===== config.mk =====
export PLATFORM = sky130hd
export DESIGN_NAME = decode_ctrl_unit
export DESIGN_NICKNAME = d
export VERILOG_FILES = /design/src/rtl/decode_ctrl_unit_pkg.sv /design/src/rtl/decode_ctrl_unit_branch_cmp.sv /design/src/rtl/decode_ctrl_unit.sv
export SDC_FILE = /design/constraint.sdc
export NUM_CORES = 1
export LEC_CHECK = 0
export ABC_CLOCK_PERIOD_IN_PS = 2900
export BUFFER_PORTS_ARGS = -buffer_cell sky130_fd_sc_hd__buf_2
export CAP_MARGIN = 20
export CORE_AREA = 2 2 65 67
export DETAILED_ROUTE_END_ITERATION = 10
export DIE_AREA = 0 0 67 69
export PLACE_DENSITY = 0.7
export SKIP_LAST_GASP = 1
export SYNTH_ARGS = -nofsm -noshare
export SYNTH_HDL_FRONTEND = slang
export SYNTH_SLANG_ARGS = --single-unit

===== constraint.sdc =====
create_clock -name clk -period 2.9 [get_ports clk]
set_input_delay 0.29 -clock clk [delete_from_list [all_inputs] [get_ports clk]]
set_output_delay 0.29 -clock clk [all_outputs]
set_load 0.03 [all_outputs]

===== src/rtl/decode_ctrl_unit_pkg.sv =====
// Shared encodings for the D-stage decoder: opcodes, functs, extender codes,
// hazard timing codes and the branch-kind classifier.
package decode_ctrl_unit_pkg;

    localparam int unsigned INSTR_W = 32;
    localparam int unsigned REG_AW  = 5;

    localparam logic [5:0] OP_RTYPE  = 6'b000000;
    localparam logic [5:0] OP_REGIMM = 6'b000001;
    localparam logic [5:0] OP_J      = 6'b000010;
    localparam logic [5:0] OP_JAL    = 6'b000011;
    localparam logic [5:0] OP_BEQ    = 6'b000100;
    localparam logic [5:0] OP_BNE    = 6'b000101;
    localparam logic [5:0] OP_BLEZ   = 6'b000110;
    localparam logic [5:0] OP_BGTZ   = 6'b000111;
    localparam logic [5:0] OP_ADDIU  = 6'b001001;
    localparam logic [5:0] OP_ANDI   = 6'b001100;
    localparam logic [5:0] OP_ORI    = 6'b001101;
    localparam logic [5:0] OP_LUI    = 6'b001111;
    localparam logic [5:0] OP_LW     = 6'b100011;
    localparam logic [5:0] OP_SW     = 6'b101011;

    localparam logic [5:0] FN_SLL   = 6'b000000;
    localparam logic [5:0] FN_JR    = 6'b001000;
    localparam logic [5:0] FN_JALR  = 6'b001001;
    localparam logic [5:0] FN_MFHI  = 6'b010000;
    localparam logic [5:0] FN_MTHI  = 6'b010001;
    localparam logic [5:0] FN_MFLO  = 6'b010010;
    localparam logic [5:0] FN_MTLO  = 6'b010011;
    localparam logic [5:0] FN_MULT  = 6'b011000;
    localparam logic [5:0] FN_MULTU = 6'b011001;
    localparam logic [5:0] FN_DIV   = 6'b011010;
    localparam logic [5:0] FN_DIVU  = 6'b011011;
    localparam logic [5:0] FN_ADDU  = 6'b100001;
    localparam logic [5:0] FN_SUBU  = 6'b100011;
    localparam logic [5:0] FN_AND   = 6'b100100;
    localparam logic [5:0] FN_OR    = 6'b100101;
    localparam logic [5:0] FN_SLT   = 6'b101010;

    localparam logic [4:0] RT_BLTZ = 5'b00000;
    localparam logic [4:0] RT_BGEZ = 5'b00001;

    localparam logic [1:0] EXT_ZERO = 2'b00;
    localparam logic [1:0] EXT_SIGN = 2'b01;
    localparam logic [1:0] EXT_LUI  = 2'b10;

    // Tuse: stage distance before an operand is consumed; NONE marks an unused operand.
    localparam logic [1:0] TUSE_D    = 2'd0;
    localparam logic [1:0] TUSE_E    = 2'd1;
    localparam logic [1:0] TUSE_M    = 2'd2;
    localparam logic [1:0] TUSE_NONE = 2'd3;

    localparam logic [1:0] TNEW_NONE = 2'd0;
    localparam logic [1:0] TNEW_LINK = 2'd1;
    localparam logic [1:0] TNEW_ALU  = 2'd2;
    localparam logic [1:0] TNEW_LOAD = 2'd3;

    typedef enum logic [2:0] {
        BR_NONE, BR_EQ, BR_NE, BR_LEZ, BR_GTZ, BR_LTZ, BR_GEZ
    } br_kind_t;

    typedef struct packed {
        logic       is_br;
        logic       is_jump;
        logic       is_jr;
        logic [1:0] ext_ctrl;
        logic       imm_sel;
        logic       reg_write;
        logic       mdu_start;
        logic       mdu_class;
        logic [1:0] tuse1;
        logic [1:0] tuse2;
        logic [1:0] tnew;
    } dec_t;

    function automatic br_kind_t br_kind(input logic [5:0] op, input logic [4:0] rt);
        br_kind_t k;
        k = BR_NONE;
        case (op)
            OP_BEQ:    k = BR_EQ;
            OP_BNE:    k = BR_NE;
            OP_BLEZ:   k = BR_LEZ;
            OP_BGTZ:   k = BR_GTZ;
            OP_REGIMM: begin
                if (rt == RT_BLTZ)      k = BR_LTZ;
                else if (rt == RT_BGEZ) k = BR_GEZ;
            end
            default:   k = BR_NONE;
        endcase
        return k;
    endfunction

endpackage


===== src/rtl/decode_ctrl_unit_branch_cmp.sv =====
// Branch condition evaluation on the forwarded rs/rt operands (signed).
module decode_ctrl_unit_branch_cmp
    import decode_ctrl_unit_pkg::*;
(
    input  logic [INSTR_W-1:0] instr,
    input  logic [INSTR_W-1:0] rdata1,
    input  logic [INSTR_W-1:0] rdata2,
    output logic               if_br
);

    br_kind_t kind;
    logic     a_neg;
    logic     a_zero;
    logic     unused_instr_bits;

    assign kind              = br_kind(instr[31:26], instr[20:16]);
    assign a_neg             = rdata1[INSTR_W-1];
    assign a_zero            = (rdata1 == '0);
    assign unused_instr_bits = ^{instr[25:21], instr[15:0]};

    always_comb begin
        if_br = 1'b0;
        case (kind)
            BR_EQ:   if_br = (rdata1 == rdata2);
            BR_NE:   if_br = (rdata1 != rdata2);
            BR_LEZ:  if_br = a_neg | a_zero;
            BR_GTZ:  if_br = ~a_neg & ~a_zero;
            BR_LTZ:  if_br = a_neg;
            BR_GEZ:  if_br = ~a_neg;
            default: if_br = 1'b0;
        endcase
    end

endmodule


===== src/rtl/decode_ctrl_unit.sv =====
// D-stage control: instruction decode, branch resolution, hazard timing (Tuse/Tnew)
// and the branch-delay-slot flag.
module decode_ctrl_unit
    import decode_ctrl_unit_pkg::*;
(
    input  logic               clk,
    input  logic               reset,
    input  logic [INSTR_W-1:0] Instr,
    input  logic [INSTR_W-1:0] RData1,
    input  logic [INSTR_W-1:0] RData2,
    output logic               isBr,
    output logic               isJump,
    output logic               isJr,
    output logic               ifBr,
    output logic [1:0]         ExtCtrl,
    output logic               ImmSel,
    output logic               RegWrite,
    output logic               MDUStart,
    output logic               MDUClass,
    output logic [1:0]         Tuse1,
    output logic [1:0]         Tuse2,
    output logic [1:0]         Tnew,
    output logic [REG_AW-1:0]  ReadA1,
    output logic [REG_AW-1:0]  ReadA2,
    output logic               InDelaySlot
);

    logic [5:0]        op;
    logic [5:0]        funct;
    logic [REG_AW-1:0] rs;
    logic [REG_AW-1:0] rt;
    dec_t              dec;
    logic              in_delay_slot_d;
    logic              in_delay_slot_q;

    assign op    = Instr[31:26];
    assign funct = Instr[5:0];
    assign rs    = Instr[25:21];
    assign rt    = Instr[20:16];

    // Anything not decoded below stays a nop with both operands unused.
    always_comb begin
        dec       = '0;
        dec.tuse1 = TUSE_NONE;
        dec.tuse2 = TUSE_NONE;
        case (op)
            OP_RTYPE: begin
                case (funct)
                    FN_ADDU, FN_SUBU, FN_AND, FN_OR, FN_SLT: begin
                        dec.tuse1     = TUSE_E;
                        dec.tuse2     = TUSE_E;
                        dec.tnew      = TNEW_ALU;
                        dec.reg_write = 1'b1;
                    end
                    FN_SLL: begin
                        if (Instr != '0) begin
                            dec.tuse2     = TUSE_E;
                            dec.tnew      = TNEW_ALU;
                            dec.reg_write = 1'b1;
                        end
                    end
                    FN_JR: begin
                        dec.tuse1 = TUSE_D;
                        dec.is_jr = 1'b1;
                    end
                    FN_JALR: begin
                        dec.tuse1     = TUSE_D;
                        dec.is_jr     = 1'b1;
                        dec.imm_sel   = 1'b1;
                        dec.reg_write = 1'b1;
                        dec.tnew      = TNEW_LINK;
                    end
                    FN_MULT, FN_MULTU, FN_DIV, FN_DIVU: begin
                        dec.tuse1     = TUSE_E;
                        dec.tuse2     = TUSE_E;
                        dec.mdu_start = 1'b1;
                        dec.mdu_class = 1'b1;
                    end
                    FN_MFHI, FN_MFLO: begin
                        dec.tnew      = TNEW_ALU;
                        dec.reg_write = 1'b1;
                        dec.mdu_class = 1'b1;
                    end
                    FN_MTHI, FN_MTLO: begin
                        dec.tuse1     = TUSE_E;
                        dec.mdu_class = 1'b1;
                    end
                    default: ;
                endcase
            end
            OP_ORI, OP_ANDI, OP_ADDIU: begin
                dec.ext_ctrl  = (op == OP_ADDIU) ? EXT_SIGN : EXT_ZERO;
                dec.tuse1     = TUSE_E;
                dec.tnew      = TNEW_ALU;
                dec.reg_write = 1'b1;
            end
            OP_LUI: begin
                dec.ext_ctrl  = EXT_LUI;
                dec.tnew      = TNEW_LINK;
                dec.reg_write = 1'b1;
            end
            OP_LW: begin
                dec.ext_ctrl  = EXT_SIGN;
                dec.tuse1     = TUSE_E;
                dec.tnew      = TNEW_LOAD;
                dec.reg_write = 1'b1;
            end
            OP_SW: begin
                dec.ext_ctrl = EXT_SIGN;
                dec.tuse1    = TUSE_E;
                dec.tuse2    = TUSE_M;
            end
            OP_BEQ, OP_BNE: begin
                dec.ext_ctrl = EXT_SIGN;
                dec.tuse1    = TUSE_D;
                dec.tuse2    = TUSE_D;
                dec.is_br    = 1'b1;
            end
            OP_BLEZ, OP_BGTZ: begin
                dec.tuse1 = TUSE_D;
                dec.is_br = 1'b1;
            end
            OP_REGIMM: begin
                if (rt == RT_BLTZ || rt == RT_BGEZ) begin
                    dec.tuse1 = TUSE_D;
                    dec.is_br = 1'b1;
                end
            end
            OP_J: begin
                dec.is_jump = 1'b1;
            end
            OP_JAL: begin
                dec.is_jump   = 1'b1;
                dec.imm_sel   = 1'b1;
                dec.reg_write = 1'b1;
                dec.tnew      = TNEW_LINK;
            end
            default: ;
        endcase
    end

    decode_ctrl_unit_branch_cmp u_branch_cmp (
        .instr  (Instr),
        .rdata1 (RData1),
        .rdata2 (RData2),
        .if_br  (ifBr)
    );

    assign isBr     = dec.is_br;
    assign isJump   = dec.is_jump;
    assign isJr     = dec.is_jr;
    assign ExtCtrl  = dec.ext_ctrl;
    assign ImmSel   = dec.imm_sel;
    assign RegWrite = dec.reg_write;
    assign MDUStart = dec.mdu_start;
    assign MDUClass = dec.mdu_class;
    assign Tuse1    = dec.tuse1;
    assign Tuse2    = dec.tuse2;
    assign Tnew     = dec.tnew;
    assign ReadA1   = (dec.tuse1 != TUSE_NONE) ? rs : '0;
    assign ReadA2   = (dec.tuse2 != TUSE_NONE) ? rt : '0;

    // No enable: a stalled D instruction re-evaluates to the same value.
    assign in_delay_slot_d = dec.is_br | dec.is_jump | dec.is_jr;

    always_ff @(posedge clk or posedge reset) begin
        if (reset) in_delay_slot_q <= 1'b0;
        else       in_delay_slot_q <= in_delay_slot_d;
    end

    assign InDelaySlot = in_delay_slot_q;

endmodule


==> results of run 1 <==
## cell type report
class | count | area (sq um)
Tap cell | 50 | 62.6
Timing Repair Buffer | 124 | 621
Sequential cell | 1 | 25.0
Inverter | 4 | 15.0
Multi-Input combinational cell | 155 | 1060
Fill cell | 431 | 2130
## through the flow
step	total power, mW	hold WS (ns)	util
after floorplan	0.133	0.0187	-
after global placement	0.236	0.123	0.456
after detailed placement	0.238	0.123	0.456
after CTS	0.239	0.124	0.456
after global routing	0.260	0.135	0.456
final	0.241	0.123	0.456
## power groups by stage
stage | Clock, mW | Sequential, mW | Combinational [mW]
after global placement | 0 | 0.0149 | 0.221
after CTS | 0 | 0.0149 | 0.224
after floorplan | 0 | 0.0161 | 0.117
final | 0 | 0.0149 | 0.226
after detailed placement | 0 | 0.0149 | 0.224
after global routing | 0 | 0.0150 | 0.245
## final timing paths
check | startpoint | end | slack (ns)
max in group asynchronous | reset | InDelaySlot | 2.69
worst max-delay path | Instr[20] | ifBr | 0.42
min in group clk | InDelaySlot | InDelaySlot | 0.77
worst min-delay path | reset | InDelaySlot | 0.12
## kinds of logic (layout without fill, tap and decap cells)
logic type,count (synthesis),in the layout,synth area share
multiplexers,1,1,0.00873
AO/OA/AOI/OAI,33,33,0.202
adder cells (fa/ha/maj),1,1,0.00873
AND/OR/NAND/NOR,88,88,0.462
XOR/XNOR,32,32,0.245
flip-flops,1,1,0.0218
buffers and inverters,11,128,0.0524
## cells in the mapped netlist, drive strengths merged, types with 3 or more instances
library cell  count  area share
buf               5       0.033
inv               4       0.013
nor2             15       0.049
nand2             8       0.026
nor2b            11       0.060
nand4            11       0.060
xnor2            32        0.24
nor3              5       0.036
and2              6       0.033
o21ai             8       0.035
a21oi             6       0.029
nor4             16       0.093
o21a              3       0.020
## per-layer routing
metal / routed length, microns / global-route usage
met5: 0 / 0
met4: 0 / 0.00907
met3: 255 / 0.00326
met2: 2300 / 0.310
met1: 1960 / 0.274
==> metrics.csv, run 1 <==
stage,metric,value,unit
die,core_area,0.00391,sq mm
sta,tightest_slew,0.537,ns
worst_setup_path,worst_ep_arrival_time,2.19,ns
logic_synthesis,synth_nets,265,
drt,postRouteAntennaNets,0,
cells_and_area,final_area,0.00178,sq mm
cells_and_area,antennaDiodeCount,0,
die,die_x,67,microns
global_route,grt_pass1_vias,1552,
power_and_ir_drop,powerDensity,135,mW/mm^2
worst_setup_path,crit_path_end_kind,output port,
logic_synthesis,synth_edf_count,0,
cells_and_area,final_cells,334,
drt,viasPerCell,4.94,
logic_synthesis,syn_area,0.00115,sq mm
power_and_ir_drop,p_switching,0.118,mW
sta,fin_crit,2.48,ns
die,start_util,0.293,
hold_path,min_path_type,in2async,
sta,tns,0,ns
drt,drt_iter0_markers,99,
cells_and_area,drive_above_1_share,0.468,
cells_and_area,areaGrowthSynthToFinish,55.7,%
place,preCtsSetupSlack,0.426,ns
logic_synthesis,ys_ff_latch,1,
power_and_ir_drop,ir_drop,0.0631,mV
worst_setup_path,crit_path_max_fanout,5,
global_route,grt_max_degree,13,
worst_setup_path,path_buf_inv,2,
run,maxCapViolCount,0,
power_and_ir_drop,p_leak,0.839,nW
die,die-area,0.00462,sq mm
logic_synthesis,ys_async_sr_fraction,1.00,
die,pin_count,125,
cells_and_area,final_common_cell,buf_2,
die,die_y,69,microns
clock_tree,ctsHoldBuffers,0,
logic_synthesis,synth_cells,167,
clock_tree,clk_pin_slew,0,ns
sta,fmax,404,MHz
global_route,grtUsageTotal,0.185,
sta,slew_headroom,0.639,
drt,wl_per_cell,13.5,microns
worst_setup_path,path_depth,8,
logic_synthesis,ys_warn_count,0,
drt,firstDrtPassIters,4,
worst_setup_path,path_delay_family,simple AND/OR/NAND/NOR gates,
worst_setup_path,path_cells,buf_2 > or4_1 > nor3_4 > a21oi_2 > a2111oi_2 > a41oi_1 > a21oi_1 > buf_2,
power_and_ir_drop,seq_power_share,0.062,
global_route,antenna_found_initial,0,
cells_and_area,final_cell_mix,"buf_2 (124), xnor2_1 (32), nor2_1 (15), nor4_1 (15)",
outcome,outcome,completed,
die,num_rows,23,
drt,drc,0,
logic_synthesis,ys_types,46,
sta,fin_crit_sh,0.854,
place,placed_cell_area,0.00178,sq mm
sta,rsz0062_at_grt,false,
global_route,grt_pass1_wl,7060,microns
place,place_inst,334,
clock_tree,post_cts_resized,0,
sta,worst_slack,0.425,ns
cells_and_area,largest_reg_flops,1,
worst_setup_path,max_stage_delay,0.65,ns
logic_synthesis,synth_seq_area_share,0.0218,
drt,wirelength,4510,microns
sta,maxSlewViolCount,0,
sta,setup_viol,0,
cells_and_area,nNetsFinal,384,
place,routabilityCongestion,0.914,
clock_tree,post-cts-setup-buffer-count,0,
place,dp.final_hpwl,3970,microns
drt,vias,1651,
power_and_ir_drop,pwr-share-clk,0,
worst_setup_path,cpMostUsedCell,buf_2,
global_route,gr-total-overflow,0,
sta,finalHoldViolations,0,
logic_synthesis,ys.flop_type,dfrtp_1,
power_and_ir_drop,swShare,0.491,
place,numPortBuffers,124,
power_and_ir_drop,combPwrFrac,0.938,
logic_synthesis,avgSynthCellArea,6.86,sq um
power_and_ir_drop,internal_power,0.122,mW
worst_setup_path,crit_type,in2out,
worst_setup_path,crit_slowest_cell,or4_1,
worst_setup_path,critPathRequiredTime,2.61,ns
worst_setup_path,startpoint_type,input port,
Note: power is estimated with default switching activity, not from simulation.
==> inputs of run 2 (changes only) <==
--- a/config.mk
+++ b/config.mk
@@ -8,10 +8,13 @@
 export ABC_CLOCK_PERIOD_IN_PS = 2900
 export BUFFER_PORTS_ARGS = -buffer_cell sky130_fd_sc_hd__buf_2
 export CAP_MARGIN = 20
-export CORE_AREA = 2 2 65 67
+export CELL_PAD_IN_SITES_DETAIL_PLACEMENT = 0
+export CELL_PAD_IN_SITES_GLOBAL_PLACEMENT = 2
+export CORE_AREA = 2 2 88 90
 export DETAILED_ROUTE_END_ITERATION = 10
-export DIE_AREA = 0 0 67 69
-export PLACE_DENSITY = 0.7
+export DIE_AREA = 0 0 90 92
+export PLACE_DENSITY_LB_ADDON = 0.1
+export SETUP_SLACK_MARGIN = 0.5
 export SKIP_LAST_GASP = 1
 export SYNTH_ARGS = -nofsm -noshare
 export SYNTH_HDL_FRONTEND = slang
==> run 2 against run 1 <==
  * Global-route usage is 6.4 points lower
  * First-iteration DRC count is 80% lower
  * Via count is 3.5% higher
  * Largest cell class unchanged
  * Largest power group unchanged
  * Highest routed layer unchanged
==> metrics.csv, run 2 (synthesis gave the netlist of run 1 again) <==
stage,metric,value,unit,change
place,preCtsSetupSlack,0.290,ns,was 0.426 ns
global_route,grt_pass1_wl,8420,microns,was 7060 microns
drt,viasPerCell,4.39,,was 4.94
power_and_ir_drop,power,0.251,mW,was 0.241 mW
cells_and_area,final_cell_mix,"buf_2 (119), xnor2_1 (32), nor2_1 (15), nor4_1 (14)",,"was buf_2 (124), xnor2_1 (32), nor2_1 (15), nor4_1 (15)"
worst_setup_path,crit_path_end_kind,output port,,unchanged
cells_and_area,antennaDiodeCount,0,,unchanged
drt,drt_iter0_markers,20,,was 99
die,die_x,90,microns,was 67 microns
cells_and_area,areaGrowthSynthToFinish,70.1,%,was 55.7%
drt,wl_per_cell,13.6,microns,was 13.5 microns
global_route,grt_pass1_vias,1693,,was 1552
global_route,gr-total-overflow,0,,unchanged
outcome,outcome,completed,,unchanged
power_and_ir_drop,pwr-share-clk,0,,about the same
place,routabilityCongestion,0.722,,was 0.914
hold_path,min_path_type,in2async,,unchanged
sta,setup_viol,0,,unchanged
cells_and_area,nNetsFinal,387,,was 384
global_route,antenna_found_initial,0,,unchanged
worst_setup_path,critPathRequiredTime,2.61,ns,about the same
sta,fmax,427,MHz,was 404 MHz
power_and_ir_drop,p_leak,0.871,nW,was 0.839 nW
worst_setup_path,worstSetupStartpoint,Instr[20],,unchanged
drt,vias,1708,,was 1651
sta,maxSlewViolCount,0,,unchanged
global_route,grtUsageTotal,0.121,,was 0.185
worst_setup_path,crit_path_max_fanout,6,,was 5
place,place_inst,386,,was 334
power_and_ir_drop,ir_drop,0.0557,mV,was 0.0631 mV
die,pin_count,125,,unchanged
cells_and_area,drive_above_1_share,0.495,,was 0.468
cells_and_area,n_fill_cell,864,,was 431
die,start_util,0.154,,was 0.293
power_and_ir_drop,swShare,0.492,,was 0.491
power_and_ir_drop,powerDensity,129,mW/mm^2,was 135 mW/mm^2
sta,slew_headroom,0.703,,was 0.639
cells_and_area,multi_input_area,0.00112,sq mm,was 0.00106 sq mm
sta,worst_slack,0.560,ns,was 0.425 ns
die,num_rows,32,,was 23
power_and_ir_drop,internal_power,0.128,mW,was 0.122 mW
cells_and_area,fin_util,0.262,,was 0.456
sta,tns,0,ns,unchanged
run,maxCapViolCount,0,,unchanged
power_and_ir_drop,p_switching,0.124,mW,was 0.118 mW
die,die-area,0.00828,sq mm,was 0.00462 sq mm
sta,fin_crit_sh,0.807,,was 0.854
cells_and_area,largest_reg_flops,1,,unchanged
cells_and_area,final_common_cell,buf_2,,unchanged
sta,fin_crit,2.34,ns,was 2.48 ns
global_route,grt_max_degree,13,,unchanged
drt,drc,0,,unchanged
power_and_ir_drop,seq_power_share,0.059,,was 0.062
worst_setup_path,startpoint_type,input port,,unchanged
sta,rsz0062_at_grt,true,,was false
drt,wirelength,5300,microns,was 4510 microns
sta,finalHoldViolations,0,,unchanged
worst_setup_path,worst_ep_arrival_time,2.05,ns,was 2.19 ns
die,core_area,0.00745,sq mm,was 0.00391 sq mm
drt,firstDrtPassIters,4,,unchanged
clock_tree,clk_pin_slew,0,ns,about the same
die,die_y,92,microns,was 69 microns
cells_and_area,final_area,0.00195,sq mm,was 0.00178 sq mm
power_and_ir_drop,combPwrFrac,0.941,,was 0.938
cells_and_area,regArea,25.0,sq um,unchanged
sta,tightest_slew,0.442,ns,was 0.537 ns
place,dp.final_hpwl,4620,microns,was 3970 microns
cells_and_area,final_cells,389,,was 334
place,placed_cell_area,0.00186,sq mm,was 0.00178 sq mm
drt,postRouteAntennaNets,0,,unchanged
worst_setup_path,crit_type,in2out,,unchanged
sta,hold_ws,0.125,ns,was 0.123 ns
place,numPortBuffers,124,,unchanged
[run 2: cell types whose count changed in the layout (fill, tap and decap cells not counted), sizes merged]
cell | before | now
buf | 124 | 125
clkbuf | 0 | 2
[run 2: final cells by class]
| class | instances | share of cell area |
|---|---|---|
| repair buffers | 127 | 0.340 |
| inverters | 4 | 0.00770 |
| flip-flops and latches | 1 | 0.0128 |
| multi-input cells | 155 | 0.574 |
| well taps | 102 | 0.0655 |
[run 2: timing repair]
action	CTS	global route
gates resized for setup	6	12
hold buffers	0	0
pin swaps	2	6
endpoints found under the setup margin	15	15
setup buffers	2	1
cloned	0	0
[run 2: power by group through the flow]
stage | logic [mW] | clock network (mW) | registers (mW)
after global routing | 0.261 | 0 | 0.0150
after global placement | 0.232 | 0 | 0.0149
final | 0.237 | 0 | 0.0149
after CTS | 0.234 | 0 | 0.0149
after floorplan | 0.118 | 0 | 0.0161
after detailed placement | 0.229 | 0 | 0.0149
[run 2: metal layers]
metal | vias to the layer above | track usage | wire (microns)
li1 | 870 | - | -
met1 | 763 | 0.166 | 2520
met2 | 75 | 0.216 | 2440
met3 | 0 | 0.0148 | 337
met4 | 0 | 0 | 0
met5 | - | 0 | 0
[run 2: worst max-delay path, stage by stage]
cell,delay (ns)
buf_2,0.10
or4_4,0.59
nor2_1,0.21
nand2_1,0.07
o21ai_0,0.17
o21a_1,0.28
a31o_2,0.15
buf_2,0.19
[run 2: worst paths after layout]
path                                to  slack, ns  cells after the start
hold / removal             InDelaySlot       0.13                      2
setup / recovery              Tuse2[1]       0.56                      8
min in group clk           InDelaySlot       0.77                      1
max in group asynchronous  InDelaySlot       2.69                      2
==> inputs of run 3 (changes only) <==
--- a/config.mk
+++ b/config.mk
@@ -5,14 +5,15 @@
 export SDC_FILE = /design/constraint.sdc
 export NUM_CORES = 1
 export LEC_CHECK = 0
-export ABC_CLOCK_PERIOD_IN_PS = 2900
+export ABC_AREA = 1
+export ABC_CLOCK_PERIOD_IN_PS = 2430
 export BUFFER_PORTS_ARGS = -buffer_cell sky130_fd_sc_hd__buf_2
 export CAP_MARGIN = 20
 export CELL_PAD_IN_SITES_DETAIL_PLACEMENT = 0
 export CELL_PAD_IN_SITES_GLOBAL_PLACEMENT = 2
-export CORE_AREA = 2 2 88 90
+export CORE_AREA = 2 2 100 102
 export DETAILED_ROUTE_END_ITERATION = 10
-export DIE_AREA = 0 0 90 92
+export DIE_AREA = 0 0 102 104
 export PLACE_DENSITY_LB_ADDON = 0.1
 export SETUP_SLACK_MARGIN = 0.5
 export SKIP_LAST_GASP = 1
==> constraint.sdc (replaced) <==
create_clock -name clk -period 2.43 [get_ports clk]
set_input_delay 0.243 -clock clk [delete_from_list [all_inputs] [get_ports clk]]
set_output_delay 0.243 -clock clk [all_outputs]
set_load 0.03 [all_outputs]
==> run 3 against run 2 <==
  * First-iteration DRC count down 35%
  * Sequential power up 19%
  * Critical path depth up 2
  * Sequential share of layout area down 0.17 points
  * Combinational power up 28%
  * Critical endpoint is now ReadA2[1]
  * Largest cell class unchanged
  * Highest routed layer is now met4
==> metrics.csv, run 3 <==
stage,metric,value,unit,change
worst_setup_path,path_cells,buf_2 > nor2_4 > buf_4 > inv_1 > nor3_2 > nor2_1 > nand2_1 > inv_2 > a21oi_1 > buf_2,,was buf_2 > or4_4 > nor2_1 > nand2_1 > o21ai_0 > o21a_1 > a31o_2 > buf_2
power_and_ir_drop,internal_power,0.154,mW,was 0.128 mW
logic_synthesis,synth_cells,283,,was 167
power_and_ir_drop,p_leak,1.32,nW,was 0.871 nW
global_route,grtUsageTotal,0.102,,was 0.121
logic_synthesis,synth.top_cell.area_share,0.250,,was 0.245
logic_synthesis,synth_seq_area_share,0.0181,,was 0.0218
worst_setup_path,crit_type,in2out,,unchanged
logic_synthesis,synth_compound_area_frac,0.0570,,was 0.202
logic_synthesis,synth_edf_count,0,,unchanged
drt,vias,2042,,was 1708
global_route,grt_pass1_vias,2080,,was 1693
logic_synthesis,synth-simple-area-share,0.624,,was 0.462
worst_setup_path,crit_path_max_fanout,8,,was 6
cells_and_area,drive_above_1_share,0.400,,was 0.495
cells_and_area,final_cells,545,,was 389
drt,wl_per_cell,10.2,microns,was 13.6 microns
logic_synthesis,yosys.cell_count.top_type,nand2_1,,was xnor2_1
worst_setup_path,startpoint_type,input port,,unchanged
logic_synthesis,ys_ff_latch,1,,unchanged
die,die-area,0.0106,sq mm,was 0.00828 sq mm
drt,firstDrtPassIters,3,,was 4
die,start_util,0.145,,was 0.154
sta,finalHoldViolations,0,,unchanged
die,num_rows,36,,was 32
sta,slew_headroom,0.686,,was 0.703
cells_and_area,final_cell_mix,"buf_2 (122), nand2_1 (90), nor2_1 (54), inv_1 (42), xnor2_1 (26)",,"was buf_2 (119), xnor2_1 (32), nor2_1 (15), nor4_1 (14)"
sta,tightest_slew,0.468,ns,was 0.442 ns
drt,postRouteAntennaNets,0,,unchanged
logic_synthesis,synth-xor-area-share,0.165,,was 0.245
worst_setup_path,max_stage_delay,0.22,ns,was 0.59 ns
power_and_ir_drop,pwr-share-clk,0,,about the same
die,pin_count,125,,unchanged
worst_setup_path,crit_slowest_cell,buf_2,,was or4_4
power_and_ir_drop,p_switching,0.167,mW,was 0.124 mW
sta,fin_crit,1.82,ns,
global_route,met1_usage,0.124,,was 0.166
cells_and_area,nNetsFinal,512,,was 387
logic_synthesis,synth_nets,381,,was 265
drt,wirelength,5570,microns,was 5300 microns
die,die_x,102,microns,was 90 microns
sta,maxSlewViolCount,0,,unchanged
global_route,met3_usage,0.0155,,was 0.0148
drt,viasPerCell,3.75,,was 4.39
logic_synthesis,ys_async_sr_fraction,1.00,,unchanged
place,numPortBuffers,124,,unchanged
place,dp.final_hpwl,5170,microns,was 4620 microns
global_route,grt_util_met2,0.194,,was 0.216
global_route,gr-total-overflow,0,,unchanged
cells_and_area,final_common_cell,buf_2,,unchanged
logic_synthesis,ys_warn_count,0,,unchanged
sta,rsz0062_at_grt,true,,unchanged
cells_and_area,areaGrowthSynthToFinish,63.1,%,was 70.1%
logic_synthesis,synth_top_area_cell,nand2_1,,was xnor2_1
power_and_ir_drop,combPwrFrac,0.945,,was 0.941
power_and_ir_drop,powerDensity,143,mW/mm^2,was 129 mW/mm^2
worst_setup_path,critPathRequiredTime,2.19,ns,was 2.61 ns
logic_synthesis,ys.flop_type,dfrtp_1,,unchanged
place,place_inst,540,,was 386
run,maxCapViolCount,0,,unchanged
worst_setup_path,cpMostUsedCell,buf_2,,unchanged
global_route,grt_pass1_wl,9180,microns,was 8420 microns
drt,drc,0,,unchanged
logic_synthesis,synthAdderAreaFrac,0,,was 0.00873
die,die_y,104,microns,was 92 microns
hold_path,min_path_type,in2async,,unchanged
logic_synthesis,ys_types,29,,was 46
global_route,antenna_found_initial,0,,unchanged
power_and_ir_drop,swShare,0.520,,was 0.492
worst_setup_path,worst_ep_arrival_time,1.57,ns,was 2.05 ns
logic_synthesis,avgSynthCellArea,4.89,sq um,was 6.86 sq um
outcome,outcome,completed,,unchanged
power_and_ir_drop,ir_drop,0.0505,mV,was 0.0557 mV
logic_synthesis,syn_area,0.00138,sq mm,was 0.00115 sq mm
global_route,top_usage_layer,met2,,unchanged
die,core_area,0.00955,sq mm,was 0.00745 sq mm
sta,fin_crit_sh,0.748,,
worst_setup_path,crit_path_end_kind,output port,,unchanged
place,routabilityCongestion,0.746,,was 0.722
power_and_ir_drop,seq_power_share,0.055,,was 0.059
logic_synthesis,synth_top_family_by_area,simple AND/OR/NAND/NOR gates,,unchanged
sta,fmax,550,MHz,
clock_tree,ctsHoldBuffers,0,,unchanged
power_and_ir_drop,power,0.321,mW,was 0.251 mW
drt,drt_iter0_markers,13,,was 20
sta,tns,0,ns,unchanged
sta,setup_viol,0,,unchanged
clock_tree,clk_pin_slew,0,ns,about the same
cells_and_area,largest_reg_flops,1,,unchanged
logic_synthesis,synth.top_cells.by_count,"nand2_1 (92), nor2_1 (58), inv_1 (43)",,"was xnor2_1 (32), nor2_1 (15), nor4_1 (15)"
global_route,grt_max_degree,9,,was 13
logic_synthesis,synth_area_leaders,"nand2_1 (25%), xnor2_1 (16%), nor2_1 (16%)",,"was xnor2_1 (24%), nor4_1 (8.2%), nand4_1 (6.0%)"
cells_and_area,antennaDiodeCount,0,,unchanged
logic_synthesis,synthMuxAreaShare,0,,was 0.00873
==> run 3: cell count changes in the layout (fill, tap and decap cells not counted), sizes merged, moves of 11 or more <==
| cell | change |
|---|---|
| nand2 | +88 |
| nand3 | +11 |
| nor4 | -14 |
| inv | +44 |
| nor2 | +52 |
| nor2b | -11 |
==> run 3: area by class of cell <==
class | count | area (sq um)
Fill cell | 1193 | 7290
Multi-Input combinational cell | 233 | 1210
Timing Repair Buffer | 129 | 667
Sequential cell | 1 | 25.0
Inverter | 49 | 188
Tap cell | 133 | 166
==> run 3: repair_timing <==
item,in CTS,in global routing
setup endpoints to repair,0,14
resized for setup,0,15
buffers inserted,0,5
==> run 3: metrics by stage <==
stage	util	hold slack (ns)	cell area, sq um	setup WS [ns]
after floorplan	-	-0.0283	1380	0.587
final	0.236	0.0782	2250	0.613
after CTS	0.227	0.0800	2170	0.575
after global routing	0.236	0.0894	2250	0.485
after global placement	0.227	0.0757	2170	0.556
after detailed placement	0.227	0.0790	2170	0.579
==> run 3: power by group through the flow <==
stage	registers (mW)	clock network [mW]	logic [mW]
3_3_place_gp	0.0178	0	0.298
6_report	0.0177	0	0.304
2_1_floorplan	0.0192	0	0.159
3_5_place_dp	0.0178	0	0.297
5_1_grt	0.0178	0	0.345
4_1_cts	0.0178	0	0.298
==> run 3: layer usage <==
layer	wire (microns)	vias to the layer above
met1	2310	862
met4	36	0
met3	415	2
li1	-	1115
met2	2810	63
met5	0	-
==> run 3: logic make-up after synthesis <==
kind of cell | after synthesis
simple gates | 196
buf+inv | 49
xor+xnor | 26
compound gates | 11
flops | 1
==> run 3: worst paths after layout <==
check / start / end / slack, ns / cells after the start
worst max-delay path: Instr[31] / ReadA2[1] / 0.61 / 10
worst min-delay path: reset / InDelaySlot / 0.08 / 2
max in group asynchronous: reset / InDelaySlot / 2.26 / 2
min in group clk: Instr[1] / InDelaySlot / 0.60 / 4
==> run 3: worst max-delay path: cells and delay by family <==
family,cells,cell delay (ns)
AO/OA/AOI/OAI,1,0.16
buffers and inverters,5,0.65
AND/OR/NAND/NOR,4,0.51
